<file path="config.mk">
export PLATFORM = sky130hd
export DESIGN_NAME = key_match_judge_flat
export DESIGN_NICKNAME = d
export VERILOG_FILES = /design/src/rtl/game_pkg.sv /design/src/rtl/key_match_judge_if.sv /design/src/rtl/key_debouncer.sv /design/src/rtl/key_match_judge.sv /design/src/flat_wrapper.sv
export SDC_FILE = /design/constraint.sdc
export NUM_CORES = 1
export LEC_CHECK = 0
export CAP_MARGIN = 20
export CORE_MARGIN = 4
export CORE_UTILIZATION = 55
export CTS_BUF_LIST = sky130_fd_sc_hd__clkbuf_4 sky130_fd_sc_hd__clkbuf_8 sky130_fd_sc_hd__clkbuf_16
export DETAILED_ROUTE_END_ITERATION = 8
export GPL_TIMING_DRIVEN = 0
export HOLD_SLACK_MARGIN = 0.1
export PLACE_DENSITY = 0.82
export SETUP_SLACK_MARGIN = 0.02
export SKIP_CTS_REPAIR_TIMING = 1
export SLEW_MARGIN = 0
export SYNTH_ARGS = -nofsm -noshare
export SYNTH_HDL_FRONTEND = slang
export SYNTH_HIERARCHICAL = 1
export SYNTH_SLANG_ARGS = --single-unit
</file>
<file path="constraint.sdc">
create_clock -name clk -period 3.9 [get_ports clk]
set_input_delay 0.585 -clock clk [delete_from_list [all_inputs] [get_ports clk]]
set_output_delay 0.585 -clock clk [all_outputs]
set_load 0.01 [all_outputs]
</file>
<file path="src/rtl/game_pkg.sv">
// Shared definitions for the reaction game: judge states, key count, LFSR taps
// and the default timing constants also used by the display and timer blocks.
package game_pkg;

  typedef enum logic [1:0] {
    WAIT_RELEASE = 2'd0,
    ARMED        = 2'd1,
    PENALTY      = 2'd2,
    DONE         = 2'd3
  } judge_state_e;

  localparam int          KEY_COUNT           = 4;
  localparam logic [7:0]  LFSR_TAPS           = 8'b1011_1000; // l[7]^l[5]^l[4]^l[3]
  localparam int          DEBOUNCE_CYCLES_DEF = 1_000_000;
  localparam int          PENALTY_CYCLES_DEF  = 25_000_000;
  localparam logic [7:0]  LFSR_SEED_DEF       = 8'hA5;

  function automatic logic [7:0] lfsr_step(input logic [7:0] l);
    return {l[6:0], ^(l & LFSR_TAPS)};
  endfunction

endpackage

</file>
<file path="src/rtl/key_match_judge_if.sv">
// Player-facing signals of the key judge: raw keys and game state in,
// target index and judgement pulses out.
interface key_match_judge_if;
  import game_pkg::*;

  logic [KEY_COUNT-1:0] key_n;
  logic                 game_ended;
  logic [1:0]           target;
  logic                 correct;
  logic                 wrong;
  logic                 locked;

  modport master (output key_n, game_ended, input target, correct, wrong, locked);
  modport slave  (input key_n, game_ended, output target, correct, wrong, locked);

endinterface

</file>
<file path="src/rtl/key_debouncer.sv">
// One key: two-flop synchronizer, saturating stability counter and accepted
// (pressed = 1) level. idle_o flags a release that has been confirmed stable.
module key_debouncer
  import game_pkg::*;
#(
  parameter int DEBOUNCE_CYCLES = DEBOUNCE_CYCLES_DEF
) (
  input  logic clk,
  input  logic resetn,
  input  logic key_n_i,
  output logic level_o,
  output logic idle_o
);

  localparam int            CW      = (DEBOUNCE_CYCLES > 1) ? $clog2(DEBOUNCE_CYCLES) : 1;
  localparam logic [CW-1:0] CNT_MAX = CW'(DEBOUNCE_CYCLES - 1);

  logic [1:0]    sync_q, sync_d;
  logic          samp_q, samp_d;
  logic          level_q, level_d;
  logic [CW-1:0] cnt_q, cnt_d;
  logic          pressed;

  always_comb begin
    sync_d  = {sync_q[0], key_n_i};
    pressed = ~sync_q[1];
    samp_d  = pressed;
    cnt_d   = cnt_q;
    level_d = level_q;
    if (pressed != samp_q)   cnt_d = '0;
    else if (cnt_q != CNT_MAX) cnt_d = cnt_q + 1'b1;
    // cnt_q == CNT_MAX means samp_q has been seen DEBOUNCE_CYCLES times in a row
    if (cnt_q == CNT_MAX)    level_d = samp_q;
  end

  always_ff @(posedge clk) begin
    if (!resetn) begin
      sync_q  <= 2'b11;
      samp_q  <= 1'b0;
      level_q <= 1'b0;
      cnt_q   <= '0;
    end else begin
      sync_q  <= sync_d;
      samp_q  <= samp_d;
      level_q <= level_d;
      cnt_q   <= cnt_d;
    end
  end

  assign level_o = level_q;
  assign idle_o  = ~level_q & ~samp_q & (cnt_q == CNT_MAX);

endmodule

</file>
<file path="src/rtl/key_match_judge.sv">
// Debounces the four keys, judges each press against the LFSR target and
// emits registered correct/wrong pulses with a lock-out after a miss.
module key_match_judge
  import game_pkg::*;
#(
  parameter int         DEBOUNCE_CYCLES = DEBOUNCE_CYCLES_DEF,
  parameter int         PENALTY_CYCLES  = PENALTY_CYCLES_DEF,
  parameter logic [7:0] LFSR_SEED       = LFSR_SEED_DEF
) (
  input  logic               clk,
  input  logic               resetn,
  key_match_judge_if.slave   bus
);

  localparam int PW = (PENALTY_CYCLES > 1) ? $clog2(PENALTY_CYCLES) : 1;

  logic [KEY_COUNT-1:0] level, idle, events, tgt_onehot;
  logic [KEY_COUNT-1:0] prev_q, prev_d;
  judge_state_e         state_q, state_d;
  logic [7:0]           lfsr_q, lfsr_d;
  logic [PW-1:0]        pen_q, pen_d;
  logic                 correct_q, correct_d, wrong_q, wrong_d, locked_q, locked_d;
  logic                 match, miss;

  for (genvar k = 0; k < KEY_COUNT; k++) begin : g_deb
    key_debouncer #(.DEBOUNCE_CYCLES(DEBOUNCE_CYCLES)) u_deb (
      .clk     (clk),
      .resetn  (resetn),
      .key_n_i (bus.key_n[k]),
      .level_o (level[k]),
      .idle_o  (idle[k])
    );
  end

  assign events     = level & ~prev_q;
  assign tgt_onehot = KEY_COUNT'(1) << lfsr_q[1:0];
  assign match      = (events == tgt_onehot);
  assign miss       = (events != '0) && !match;

  always_comb begin
    state_d   = state_q;
    lfsr_d    = lfsr_q;
    pen_d     = pen_q;
    prev_d    = level;
    correct_d = 1'b0;
    wrong_d   = 1'b0;
    locked_d  = locked_q;
    if (bus.game_ended) begin
      state_d  = DONE;
      locked_d = 1'b1;
    end else begin
      unique case (state_q)
        // Arm only on a confirmed release so a key held through reset never scores
        WAIT_RELEASE: if (&idle) state_d = ARMED;
        ARMED: begin
          // A press right behind a hit is dropped to keep pulses non-adjacent
          if (!correct_q) begin
            if (match) begin
              correct_d = 1'b1;
              lfsr_d    = lfsr_step(lfsr_q);
            end else if (miss) begin
              wrong_d  = 1'b1;
              locked_d = 1'b1;
              pen_d    = PW'(PENALTY_CYCLES - 1);
              state_d  = PENALTY;
            end
          end
        end
        PENALTY: begin
          if (pen_q == '0) begin
            locked_d = 1'b0;
            state_d  = WAIT_RELEASE;
          end else begin
            pen_d = pen_q - 1'b1;
          end
        end
        DONE: locked_d = 1'b1;
        default: state_d = WAIT_RELEASE;
      endcase
    end
  end

  always_ff @(posedge clk) begin
    if (!resetn) begin
      state_q   <= WAIT_RELEASE;
      lfsr_q    <= LFSR_SEED;
      pen_q     <= '0;
      prev_q    <= '0;
      correct_q <= 1'b0;
      wrong_q   <= 1'b0;
      locked_q  <= 1'b0;
    end else begin
      state_q   <= state_d;
      lfsr_q    <= lfsr_d;
      pen_q     <= pen_d;
      prev_q    <= prev_d;
      correct_q <= correct_d;
      wrong_q   <= wrong_d;
      locked_q  <= locked_d;
    end
  end

  assign bus.target  = lfsr_q[1:0];
  assign bus.correct = correct_q;
  assign bus.wrong   = wrong_q;
  assign bus.locked  = locked_q;

endmodule

</file>
<file path="src/flat_wrapper.sv">
// flat-port wrapper written by rule: the top's interface ports become plain ports
module key_match_judge_flat import game_pkg::*;
#(
  parameter int         DEBOUNCE_CYCLES = DEBOUNCE_CYCLES_DEF,
  parameter int         PENALTY_CYCLES  = PENALTY_CYCLES_DEF,
  parameter logic [7:0] LFSR_SEED       = LFSR_SEED_DEF
)
  (clk, resetn, bus_key_n, bus_game_ended, bus_target, bus_correct, bus_wrong, bus_locked);
  key_match_judge_if bus_i ();
  input  logic clk;
  input  logic resetn;
  input wire logic [$bits(bus_i.key_n)-1:0] bus_key_n;
  input wire logic [$bits(bus_i.game_ended)-1:0] bus_game_ended;
  output wire logic [$bits(bus_i.target)-1:0] bus_target;
  output wire logic [$bits(bus_i.correct)-1:0] bus_correct;
  output wire logic [$bits(bus_i.wrong)-1:0] bus_wrong;
  output wire logic [$bits(bus_i.locked)-1:0] bus_locked;
  assign bus_i.key_n = bus_key_n;
  assign bus_i.game_ended = bus_game_ended;
  assign bus_target = bus_i.target;
  assign bus_correct = bus_i.correct;
  assign bus_wrong = bus_i.wrong;
  assign bus_locked = bus_i.locked;
  key_match_judge #(.DEBOUNCE_CYCLES(DEBOUNCE_CYCLES), .PENALTY_CYCLES(PENALTY_CYCLES), .LFSR_SEED(LFSR_SEED)) u_core (.clk(clk), .resetn(resetn), .bus(bus_i));
endmodule
</file>
# After elaboration in Yosys (flattened, before gate mapping)
# Cells that the tools add are included.
# op_classes
addsub	5
mul	0
div_mod_pow	0
n_lt_le_gt_ge	0
eq_ne	25
shift	1
muxes	20
bitwise	26
reduce_logical	20
# op_table
operator	n
$mux 25	4
$add 20x1->20 const B	4
$eq 20x20->1 const B	4
$ne 20x20->1 const B	4
$pmux 25 s2	1
$logic_not 25->1	1
$sub 25x1->25 const B	1
$not 1->1	16
$mux 2	6
$reduce_and 6->1	2
$reduce_bool 4->1	3
$ne 3x2->1 const B	3
$and 1x1->1	8
$reduce_and 4->1	2
$reduce_or 2->1	4
$reduce_xor 8->1	1
$mux 1	7
$ne 2x2->1 const B	3
$ne 3x3->1 const B	2
$pmux 2 s3	1
$reduce_and 5->1	1
$reduce_or 5->1	1
$and 4x4->4	1
$eq 2x2->1 const B	2
12 further kinds	15
# totals
regBits	138
latch_bits	0
ram_bits	0
mem_bits_ro	0
input_bits	7
out_inout_bits	5
elab_cells	120
memories	0

# Logic depth before layout (Yosys ltp)
# Gate-level depths: netlist of the first run.
# logic_depth
depth_word	10
depth_mapped	10
depth_no_buf	9

# By module
# Netlist of the first run, hierarchy kept.
# by_module_without_submodules
mod	instances	cells_per_inst	area_per_inst_um2
key_debouncer	4	128	1127.3
key_match_judge	1	255	2212.1

# Least setup slack after synthesis of the first run
# No wires, ideal clock.
# synth_timing
kind	reg2reg
startpoint	reg u_core.pen_q[18]
endpoint	reg u_core.state_q[0]
t_arrival_ps	2443
setup_slack_ps	1345
path_stages_with_launch	7
path_buffers	0
synth_period_minus_slack_ps	2555
cell_sequence	dfxtp_1 > or3_4 > or4_4 > or4_4 > a221o_1 > and2_0 > a2111oi_1
# synth_via
elab_chain_len	3
# synth_rtl
item	line_no	rtl
from (decl)	key_match_judge.sv:21	logic [PW-1:0] pen_q, pen_d;
from (signal assigned)	key_match_judge.sv:95	pen_q <= pen_d;
$logic_not 25->1	key_match_judge.sv:70	if (pen_q == '0) begin
$ne 3x2->1 (no line)	--	
$reduce_and 6->1 (no line)	--	
to (signal assigned)	key_match_judge.sv:93	state_q <= state_d;
to (decl)	key_match_judge.sv:19	judge_state_e state_q, state_d;
# No other way between the ends.
# A chain may end at the register's enable or synchronous reset.

# Worst setup path in the final report of the first run
# layout_timing
startpoint	reg u_core.g_deb[1].u_deb.cnt_q[0]
endpoint	reg u_core.state_q[0]
# layout_via
elab_chain_len	5
# layout_rtl
item	line_no	rtl
from (decl)	key_debouncer.sv:21	logic [CW-1:0] cnt_q, cnt_d;
from (signal assigned)	key_debouncer.sv:46	cnt_q <= cnt_d;
$eq 20x20->1	key_debouncer.sv:51	assign idle_o = ~level_q & ~samp_q & (cnt_q == CNT_MAX);
$and 1x1->1	key_debouncer.sv:51	
named net u_core.idle[1]	key_match_judge.sv:17	logic [KEY_COUNT-1:0] level, idle, events, tgt_onehot;
$reduce_and 4->1	key_match_judge.sv:54	WAIT_RELEASE: if (&idle) state_d = ARMED;
$ne 3x2->1 (no line)	--	
$reduce_and 6->1 (no line)	--	
# The timed path passes the listed nets, and every way through them passes these cells.

==> results.yml, run 1 <==
synth:
  synthesis.area_um2: 6720
  ys_async_sr_fraction: 0
  synth_top_area_frac: 0.411
  synth_warnings: 6
  synth_nets: 784
  ys_ff_latch: 138
  syn_inst: 767
  synth.most_common_cell: "dfxtp_1"
  synth_cell_types: 60
  ys.flop_type: "dfxtp_1"
  synth_common_cells: "dfxtp_1, a21oi_1, nand2_1"
  syn_avg_cell_area_um2: 8.76
  synth_top_cell_by_area: "dfxtp_1"
  synth_area_leaders: "dfxtp_1, xor2_1, a21oi_1"
  synth-edff-count: 0
  seq_area_frac_synth: 0.411
sta:
  fin_skew_ns: 0.00490
  worst_pin_slew_ns: 1.02
  fin_crit_sh: 0.826
  fin_tns_setup_ns: 0
  period_minus_slack_ns: 3.22
  max_freq_mhz: 310
  hold_violations: 0
  relSlewSlack: 0.319
  rsz0062_at_grt: "false"
  drv_slew: 0
  setup_viol: 0
worst_setup_path:
  critPathLaunchType: "register"
  cp.arrival_ns: 3.51
  crit_path_max_fanout: 8
  end_kind: "register"
  ff2ff_path_depth: 10
  critPathKind: "register to register"
  required_ns: 4.19
cells_and_area:
  multi_input_area_um2: 3780
  drive_gt1_frac: 0.101
  area_growth_pct: 14.1
  nets: 814
  fin_cells: 956
  nFillCells: 993
  num_antenna_cells: 0
  regArea_um2: 2760
floorplan:
  core.rowCount: 40
  io_pins: 12
  dieArea_um2: 14100
  die_h_um: 119
  die_w_um: 119
  start_util: 0.560
  core_area_um2: 12000
power_and_ir_drop:
  switchingPower_w: 0.00128
  swShare: 0.297
  p_comb_frac: 0.215
  seq_power_share: 0.372
  p_per_area_nw_per_um2: 561
  leakage_nw: 2.66
  p_clk_frac: 0.413
  ir_drop_uv: 311
  internal-power_w: 0.00303
placement:
  place_congestion: 0.882
  portBuffers: 11
  dp_hpwl_um: 10200
  placedCellCount: 925
route:
  via_per_inst: 6.26
  ant_nets: 0
  routedWlPerCell_um: 15.7
  dr_total_vias: 5989
  wirelength_um: 15000
  drt_iter0_drc: 581
  dr.pass1.iters: 5
  drc_errors: 0
clock_network:
  cts.clk_slew.worst_paths_ns: 0.06
  cts_max_level: 4
  cts_buffers: 17
  cts_sinks: 138
  clock_latency_ns: 0.42
  cts_tree: "yes"
  clockBufferDepth: 2
  cts_root_buf: "clkbuf_16"
hold_path:
  worst_hold_path.num_cells: 1
  hold_class: "register to register"
global_route:
  grt_pass1_wl_um: 25700
  grt-ovfl-total: 0
  grt_pass1_vias: 5663
  grt_max_degree: 31
  antenna_found_initial: 0
  track_usage: 0.216
run_status:
  status: "completed"
run:
  maxCapViolCount: 0
## state kept, by name (all words and copies together), names as in the netlist, 2 cells and up
| register | count |
|---|---|
| u_core/g_deb.u_deb/cnt_q | 80 |
| u_core/pen_q | 25 |
| u_core/g_deb.u_deb/sync_q | 8 |
| u_core/lfsr_q | 8 |
| u_core/g_deb.u_deb/level_o | 4 |
| u_core/g_deb.u_deb/samp_q | 4 |
| u_core/prev_q | 4 |
| u_core/state_q | 2 |
## logic make-up after synthesis
family | Yosys count | synth area share
xor gates and xnor gates | 36 | 0.0469
AOI/OAI and AO/OA | 158 | 0.148
buffers and inverters | 41 | 0.0266
DFF | 138 | 0.411
and+or+nand+nor | 359 | 0.311
adders and majority gates | 10 | 0.0186
muxes | 25 | 0.0376
## power by group through the flow
| stage | registers, W | logic (W) | clock network, W |
|---|---|---|---|
| global placement | 0.00162 | 0.000847 | 0 |
| floorplan | 0.00160 | 0.000685 | 0 |
| CTS | 0.00160 | 0.000898 | 0.00180 |
| detailed placement | 0.00163 | 0.000882 | 0 |
| global route | 0.00161 | 0.00102 | 0.00187 |
| finish | 0.00160 | 0.000923 | 0.00178 |
## cell type report
cell class	count	share of cell area
multi-input cells	588	0.493
flip-flops and latches	138	0.360
clock buffers	20	0.0600
clock inverters	11	0.0253
well taps	147	0.0240
plain buffers	29	0.0175
repair buffers	11	0.0144
inverters	12	0.00587
## layer usage
metal	up-vias	GRT usage	part of all wire
met5	-	0	0
met4	0	0.0666	0.015
met3	20	0.0507	0.052
met2	178	0.378	0.49
met1	2878	0.264	0.44
li1	2913	-	-
## through the flow
step           power [W]  utilization  cell area [um2]  setup slack (ns)  hold slack [ns]
2_1_floorplan    0.00229            -             6720              1.34            0.386
3_3_place_gp     0.00247        0.584             7020             0.923            0.389
3_5_place_dp     0.00251        0.584             7020             0.811            0.398
4_1_cts          0.00429        0.639             7670             0.754            0.415
5_1_grt          0.00450        0.639             7670             0.446            0.431
6_report         0.00430        0.639             7670             0.677            0.410
## placed cells by master (no fill, tap or decap), drive strengths merged, types with 3 or more instances in the layout
master,netlist,final
dfxtp,138,138
a21oi,54,54
nand2,53,53
nand3,42,42
nor2,42,42
clkbuf,20,40
o21ai,38,38
xor2,33,33
or4,32,32
nor3,31,31
and2,31,31
or3,30,30
nand2b,28,28
mux2i,23,23
nand4,23,23
o31ai,21,21
inv,12,12
a31oi,12,12
clkdlybuf4s50,0,11
ha,10,10
nor4,10,10
buf,9,9
and4,8,8
nor2b,7,7
and3,7,7
bufinv,0,5
nand3b,5,5
o21a,5,5
o211ai,5,5
clkinv,0,5
a311oi,4,4
or4b,4,4
a21boi,4,4
xnor2,3,3
## worst max-delay path, cell delays in order, from the launching register on
cell	delay (ns)
dfxtp_1	0.38
ha_1	0.16
clkbuf_1	0.29
nand2_1	0.12
nor4_2	0.54
nand2_1	0.15
nor3_1	0.32
nand4_1	0.20
a221o_1	0.39
and2_0	0.16
a2111oi_1	0.40
## final timing paths
check                                                            startpoint                                         end  slack [ns]
worst max-delay path            u_core/g_deb[1].u_deb/cnt_q[0]$_SDFFE_PP0P_              u_core/state_q[0]$_SDFFE_PN0P_        0.68
worst min-delay path             u_core/g_deb[2].u_deb/sync_q[0]$_SDFF_PN1_  u_core/g_deb[2].u_deb/sync_q[1]$_SDFF_PN1_        0.41
worst max register to register  u_core/g_deb[1].u_deb/cnt_q[0]$_SDFFE_PP0P_              u_core/state_q[0]$_SDFFE_PN0P_        0.68
worst min register to register   u_core/g_deb[2].u_deb/sync_q[0]$_SDFF_PN1_  u_core/g_deb[2].u_deb/sync_q[1]$_SDFF_PN1_        0.41
Note: power is estimated with default switching activity, not from simulation.
==> run 2, diff against run 1 <==
--- a/config.mk
+++ b/config.mk
@@ -12,7 +12,7 @@
 export DETAILED_ROUTE_END_ITERATION = 8
 export GPL_TIMING_DRIVEN = 0
 export HOLD_SLACK_MARGIN = 0.1
-export PLACE_DENSITY = 0.82
+export PLACE_DENSITY = 0.84
 export SETUP_SLACK_MARGIN = 0.02
 export SKIP_CTS_REPAIR_TIMING = 1
 export SLEW_MARGIN = 0
==> constraint.sdc (replaced) <==
create_clock -name clk -period 2.6 [get_ports clk]
set_input_delay 0.39 -clock clk [delete_from_list [all_inputs] [get_ports clk]]
set_output_delay 0.39 -clock clk [all_outputs]
set_load 0.01 [all_outputs]
==> run 2 against run 1 <==
Effect of this change: register-to-register slack worse by 0.74 ns; clock power increased by 46%; core utilization rose by 1.6 points; non-clock buffer count up 5; critical path depth fell by 4; the flow now finishes with violations (negative setup slack); sequential power rose by 51%; power grew 51%; critical endpoint is now u_core/state_q[1]$_SDFFE_PN0P_.
==> results.yml, run 2 (same netlist as run 1, synthesis figures left out) <==
floorplan:
  core.rowCount: 40
  dieArea_um2: 14100
  core_area_um2: 12000
  die_w_um: 119
  die_h_um: 119
  io_pins: 12
  start_util: 0.560
clock_network:
  cts.clk_slew.worst_paths_ns: 0.06
  cts_root_buf: "clkbuf_16"
  cts_max_level: 4
  cts_sinks: 138
  clockBufferDepth: 2
  cts_tree: "yes"
  cts_buffers: 17
  clock_latency_ns: 0.42
sta:
  rsz0062_at_grt: "true"
  fin_crit_sh: 1.02
  period_minus_slack_ns: 2.66
  hold_violations: 0
  relSlewSlack: 0.329
  drv_slew: 0
  fin_skew_ns: 0.00548
  worst_pin_slew_ns: 1.00
  setup_viol: 2
  max_freq_mhz: 376
  worst_slack_ns: -0.0576
hold_path:
  hold_class: "register to register"
  min_to: "u_core/g_deb[3].u_deb/sync_q[1]$_SDFF_PN1_"
  worst_hold_path.num_cells: 1
  hp-start: "u_core/g_deb[3].u_deb/sync_q[0]$_SDFF_PN1_"
worst_setup_path:
  cp.arrival_ns: 2.97
  reg2reg_to: "u_core/state_q[1]$_SDFFE_PN0P_"
  r2r-start: "u_core/pen_q[18]$_SDFFE_PN0P_"
  r2r_slack_ns: -0.06
  critPathLaunchType: "register"
  critPathKind: "register to register"
  end_kind: "register"
  ff2ff_path_depth: 6
  crit_path_max_fanout: 5
  required_ns: 2.91
global_route:
  grt-ovfl-total: 0
  grt_max_degree: 31
  antenna_found_initial: 0
  grt_pass1_wl_um: 24600
  grt_pass1_vias: 5382
  track_usage: 0.208
cells_and_area:
  nets: 819
  largest-register: "u_core/g_deb.u_deb/cnt_q"
  drive_gt1_frac: 0.140
  final_common_cell: "dfxtp_1"
  num_antenna_cells: 0
  largest_reg_flops: 80
  fin_util: 0.654
  area_growth_pct: 16.9
  fin_cells: 962
  largest_registers: "u_core/g_deb.u_deb/cnt_q (80), u_core/pen_q (25)"
  nFillCells: 941
  final_cell_mix: "dfxtp_1, nand2_1, a21oi_1"
run_status:
  violations: "negative setup slack"
  status: "complete, but fails checks"
power_and_ir_drop:
  leakage_nw: 2.71
  swShare: 0.299
  p_per_area_nw_per_um2: 826
  internal-power_w: 0.00455
  seq_power_share: 0.373
  switchingPower_w: 0.00194
  ir_drop_uv: 573
  p_clk_frac: 0.401
  finalPower_w: 0.00649
  p_comb_frac: 0.226
route:
  drt_iter0_drc: 431
  dr.pass1.iters: 5
  drc_errors: 0
  via_per_inst: 6.07
  wirelength_um: 14600
  ant_nets: 0
  routedWlPerCell_um: 15.2
  dr_total_vias: 5844
placement:
  place_congestion: 0.912
  dp_slack_ns: -0.356
  dp_hpwl_um: 9380
  placedCellCount: 925
  portBuffers: 11
run:
  maxCapViolCount: 0
-- run 2: changes by cell type in the layout (fill, tap and decap cells not counted), moves of 4 or more --
cell | before | now
nor4_4 | 0 | 5
buf_4 | 6 | 15
ha_2 | 0 | 4
ha_1 | 10 | 6
nor4_2 | 4 | 0
clkbuf_1 | 20 | 13
-- run 2: critical path: stages, from the launching register on --
cell and delay (ns):
dfxtp_1 0.34, or3_4 0.40, or4_4 0.47, or4_4 0.51, a221o_1 0.38, buf_6 0.14, o311a_4 0.30
-- run 2: area by class of cell --
cell class | count | area, um2 | share of cell area
clock buffer | 22 | 482 | 0.0613
tap | 147 | 184 | 0.0234
clock inverter | 10 | 164 | 0.0209
timing repair buffer | 20 | 181 | 0.0231
buffer | 25 | 133 | 0.0169
multi-input combinational | 588 | 3900 | 0.497
sequential | 138 | 2770 | 0.352
inverter | 12 | 45.0 | 0.00573
-- run 2: power by group through the flow --
| stage | combinational [W] | sequential (W) | clock [W] |
|---|---|---|---|
| CTS | 0.00132 | 0.00240 | 0.00265 |
| detailed placement | 0.00130 | 0.00244 | 0 |
| finish | 0.00147 | 0.00242 | 0.00260 |
| floorplan | 0.00103 | 0.00241 | 0 |
| global route | 0.00163 | 0.00244 | 0.00273 |
| global placement | 0.00128 | 0.00244 | 0 |
-- run 2: through the flow --
stage	cell area, um2	TNS (ns)	hold WS [ns]
final	7860	-0.0669	0.404
after global routing	7860	-0.258	0.424
after CTS	7660	-1.76	0.405
after detailed placement	7020	-3.76	0.392
after global placement	7020	-3.07	0.388
after floorplan	6720	0	0.386
-- run 2: metal layers --
layer	share of wire	up-vias	global-route usage
li1	-	2918	-
met1	0.47	2791	0.265
met2	0.48	107	0.336
met3	0.033	28	0.0512
met4	0.018	0	0.0912
met5	0	-	0
-- run 2: worst max-delay path by stage --
stage / end / slack [ns] / from
finish: u_core/state_q[1]$_SDFFE_PN0P_ / -0.06 / u_core/pen_q[18]$_SDFFE_PN0P_
global route: u_core/state_q[1]$_SDFFE_PN0P_ / -0.13 / u_core/g_deb[0].u_deb/cnt_q[6]$_SDFFE_PP0P_
CTS: u_core/state_q[0]$_SDFFE_PN0P_ / -0.41 / u_core/g_deb[0].u_deb/cnt_q[0]$_SDFFE_PP0P_
detailed placement: u_core/state_q[0]$_SDFFE_PN0P_ / -0.36 / u_core/g_deb[0].u_deb/cnt_q[0]$_SDFFE_PP0P_
global placement: u_core/state_q[0]$_SDFFE_PN0P_ / -0.32 / u_core/g_deb[3].u_deb/cnt_q[0]$_SDFFE_PP0P_
floorplan: u_core/state_q[0]$_SDFFE_PN0P_ / 0.04 / u_core/pen_q[18]$_SDFFE_PN0P_
==> run 3, diff against run 2 <==
--- a/config.mk
+++ b/config.mk
@@ -13,7 +13,7 @@
 export GPL_TIMING_DRIVEN = 0
 export HOLD_SLACK_MARGIN = 0.1
 export PLACE_DENSITY = 0.84
-export SETUP_SLACK_MARGIN = 0.02
+export SETUP_SLACK_MARGIN = 0.5
 export SKIP_CTS_REPAIR_TIMING = 1
 export SLEW_MARGIN = 0
 export SYNTH_ARGS = -nofsm -noshare
==> run 3 against run 2 <==
Effect of this change: the run still ends with negative setup slack left; clock power is 6% higher; register-to-register slack improved by 0.03 ns; first-iteration DRC count increased by 19%; cell count is 1.8% higher; combinational power rose by 45%; die area unchanged; maximum frequency is 1.3% higher; core utilization is 4.4 points higher.
==> results.yml, run 3 (same netlist as run 1, synthesis figures left out) <==
worst_setup_path:
  crit_path_max_fanout: 4
  r2r-start: "u_core/g_deb[3].u_deb/cnt_q[6]$_SDFFE_PP0P_"
  endpoint: "u_core/state_q[0]$_SDFFE_PN0P_"
  cp.arrival_ns: 2.91
  critPathKind: "register to register"
  required_ns: 2.89
  startpoint: "u_core/g_deb[3].u_deb/cnt_q[6]$_SDFFE_PP0P_"
  end_kind: "register"
  r2r_slack_ns: -0.02
  ff2ff_path_depth: 8
  critPathLaunchType: "register"
  reg2reg_to: "u_core/state_q[0]$_SDFFE_PN0P_"
global_route:
  grt_use_met1: 0.251
  grt_max_degree: 31
  grt-ovfl-total: 0
  gr-usage-met3: 0.0608
  antenna_found_initial: 0
  busiest_layer: "met2"
  use_met2: 0.342
  grt_pass1_wl_um: 24400
  track_usage: 0.206
  grt_pass1_vias: 5383
route:
  wirelength_um: 15900
  drc_errors: 0
  dr.pass1.iters: 5
  drt_iter0_drc: 511
  dr_total_vias: 6018
  ant_nets: 0
  via_per_inst: 6.15
  routedWlPerCell_um: 16.2
floorplan:
  die_w_um: 119
  die_h_um: 119
  dieArea_um2: 14100
  core_area_um2: 12000
  core.rowCount: 40
  start_util: 0.560
  io_pins: 12
cells_and_area:
  nFillCells: 875
  final_common_cell: "dfxtp_1"
  drive_gt1_frac: 0.212
  num_antenna_cells: 0
  largest-register: "u_core/g_deb.u_deb/cnt_q"
  area_growth_pct: 24.9
  largest_reg_flops: 80
  final_area_um2: 8390
  nets: 836
  fin_util: 0.699
  largest_registers: "u_core/g_deb.u_deb/cnt_q (80), u_core/pen_q (25)"
  fin_cells: 979
  final_cell_mix: "dfxtp_1, nand2_1, a21oi_1"
sta:
  max_freq_mhz: 381
  fin_skew_ns: 0.00790
  drv_slew: 0
  fin_tns_setup_ns: -0.0243
  hold_violations: 0
  worst_pin_slew_ns: 1.03
  relSlewSlack: 0.313
  worst_slack_ns: -0.0243
  period_minus_slack_ns: 2.62
  fin_crit_sh: 1.01
  setup_viol: 1
  whs_ns: 0.405
  rsz0062_at_grt: "true"
power_and_ir_drop:
  leakage_nw: 2.92
  p_comb_frac: 0.289
  ir_drop_uv: 515
  p_clk_frac: 0.375
  switchingPower_w: 0.00238
  swShare: 0.324
  seq_power_share: 0.335
  p_per_area_nw_per_um2: 877
  internal-power_w: 0.00498
placement:
  place_area_um2: 7040
  dp_hpwl_um: 9340
  placedCellCount: 925
  place_congestion: 0.893
  portBuffers: 11
run_status:
  status: "complete, but fails checks"
  violations: "negative setup slack"
clock_network:
  cts_tree: "yes"
  clockBufferDepth: 2
  cts_root_buf: "clkbuf_16"
  cts_max_level: 4
  cts_buffers: 17
  cts_sinks: 138
  clock_latency_ns: 0.43
  cts.clk_slew.worst_paths_ns: 0.06
hold_path:
  worst_hold_path.num_cells: 1
  hold_class: "register to register"
run:
  maxCapViolCount: 0
[run 3: cell types whose count changed in the layout (fill, tap and decap cells not counted), sizes merged]
cell and delta:
a21o +1, inv -1, clkinv +3, dlymetal6s2s +1
clkbuf +4, clkinvlp -2, clkdlybuf4s50 -1, bufinv +2
buf +10
[run 3: critical path, stage by stage, from the launching register on]
cell	delay, ns
dfxtp_1	0.35
or4_4	0.57
nor4_4	0.33
nand2_1	0.16
nor3_2	0.16
nand4_1	0.16
a221o_1	0.41
nor4b_2	0.27
a2111oi_2	0.08
[run 3: power groups by stage]
stage	Clock, W	Combinational (W)	Sequential, W
after detailed placement	0	0.00131	0.00244
after CTS	0.00280	0.00133	0.00240
final	0.00276	0.00213	0.00247
after global routing	0.00288	0.00226	0.00249
after global placement	0	0.00128	0.00244
after floorplan	0	0.00103	0.00241
[run 3: stage by stage]
step,setup WS (ns),total power [W]
finish,-0.0243,0.00736
global route,-0.183,0.00763
CTS,-0.446,0.00653
detailed placement,-0.343,0.00375
global placement,-0.253,0.00372
floorplan,0.177,0.00344
[run 3: how the worst min path moves through the flow]
stage | to | startpoint | slack [ns]
detailed placement | u_core/g_deb[0].u_deb/sync_q[1]$_SDFF_PN1_ | u_core/g_deb[0].u_deb/sync_q[0]$_SDFF_PN1_ | 0.39
floorplan | u_core/g_deb[0].u_deb/sync_q[1]$_SDFF_PN1_ | u_core/g_deb[0].u_deb/sync_q[0]$_SDFF_PN1_ | 0.39
global route | u_core/g_deb[0].u_deb/sync_q[1]$_SDFF_PN1_ | u_core/g_deb[0].u_deb/sync_q[0]$_SDFF_PN1_ | 0.43
CTS | u_core/g_deb[0].u_deb/sync_q[1]$_SDFF_PN1_ | u_core/g_deb[0].u_deb/sync_q[0]$_SDFF_PN1_ | 0.41
finish | u_core/g_deb[0].u_deb/sync_q[1]$_SDFF_PN1_ | u_core/g_deb[0].u_deb/sync_q[0]$_SDFF_PN1_ | 0.41
global placement | u_core/g_deb[3].u_deb/sync_q[1]$_SDFF_PN1_ | u_core/g_deb[3].u_deb/sync_q[0]$_SDFF_PN1_ | 0.39
[run 3: area by class of cell]
class,count,area [um2],share of cell area
Buffer,29,191,0.0228
Clock buffer,20,460,0.0549
Clock inverter,12,219,0.0261
Inverter,12,45.0,0.00537
Multi-Input combinational cell,589,4180,0.498
Sequential cell,138,2780,0.331
Tap cell,147,184,0.0219
Timing Repair Buffer,32,334,0.0398
[run 3: routing by layer]
metal,part of all wire,up-vias,wire (um)
li1,-,2962,-
met2,0.49,156,7770
met5,0,-,0
met1,0.45,2866,7100
met3,0.043,34,683
met4,0.021,0,331
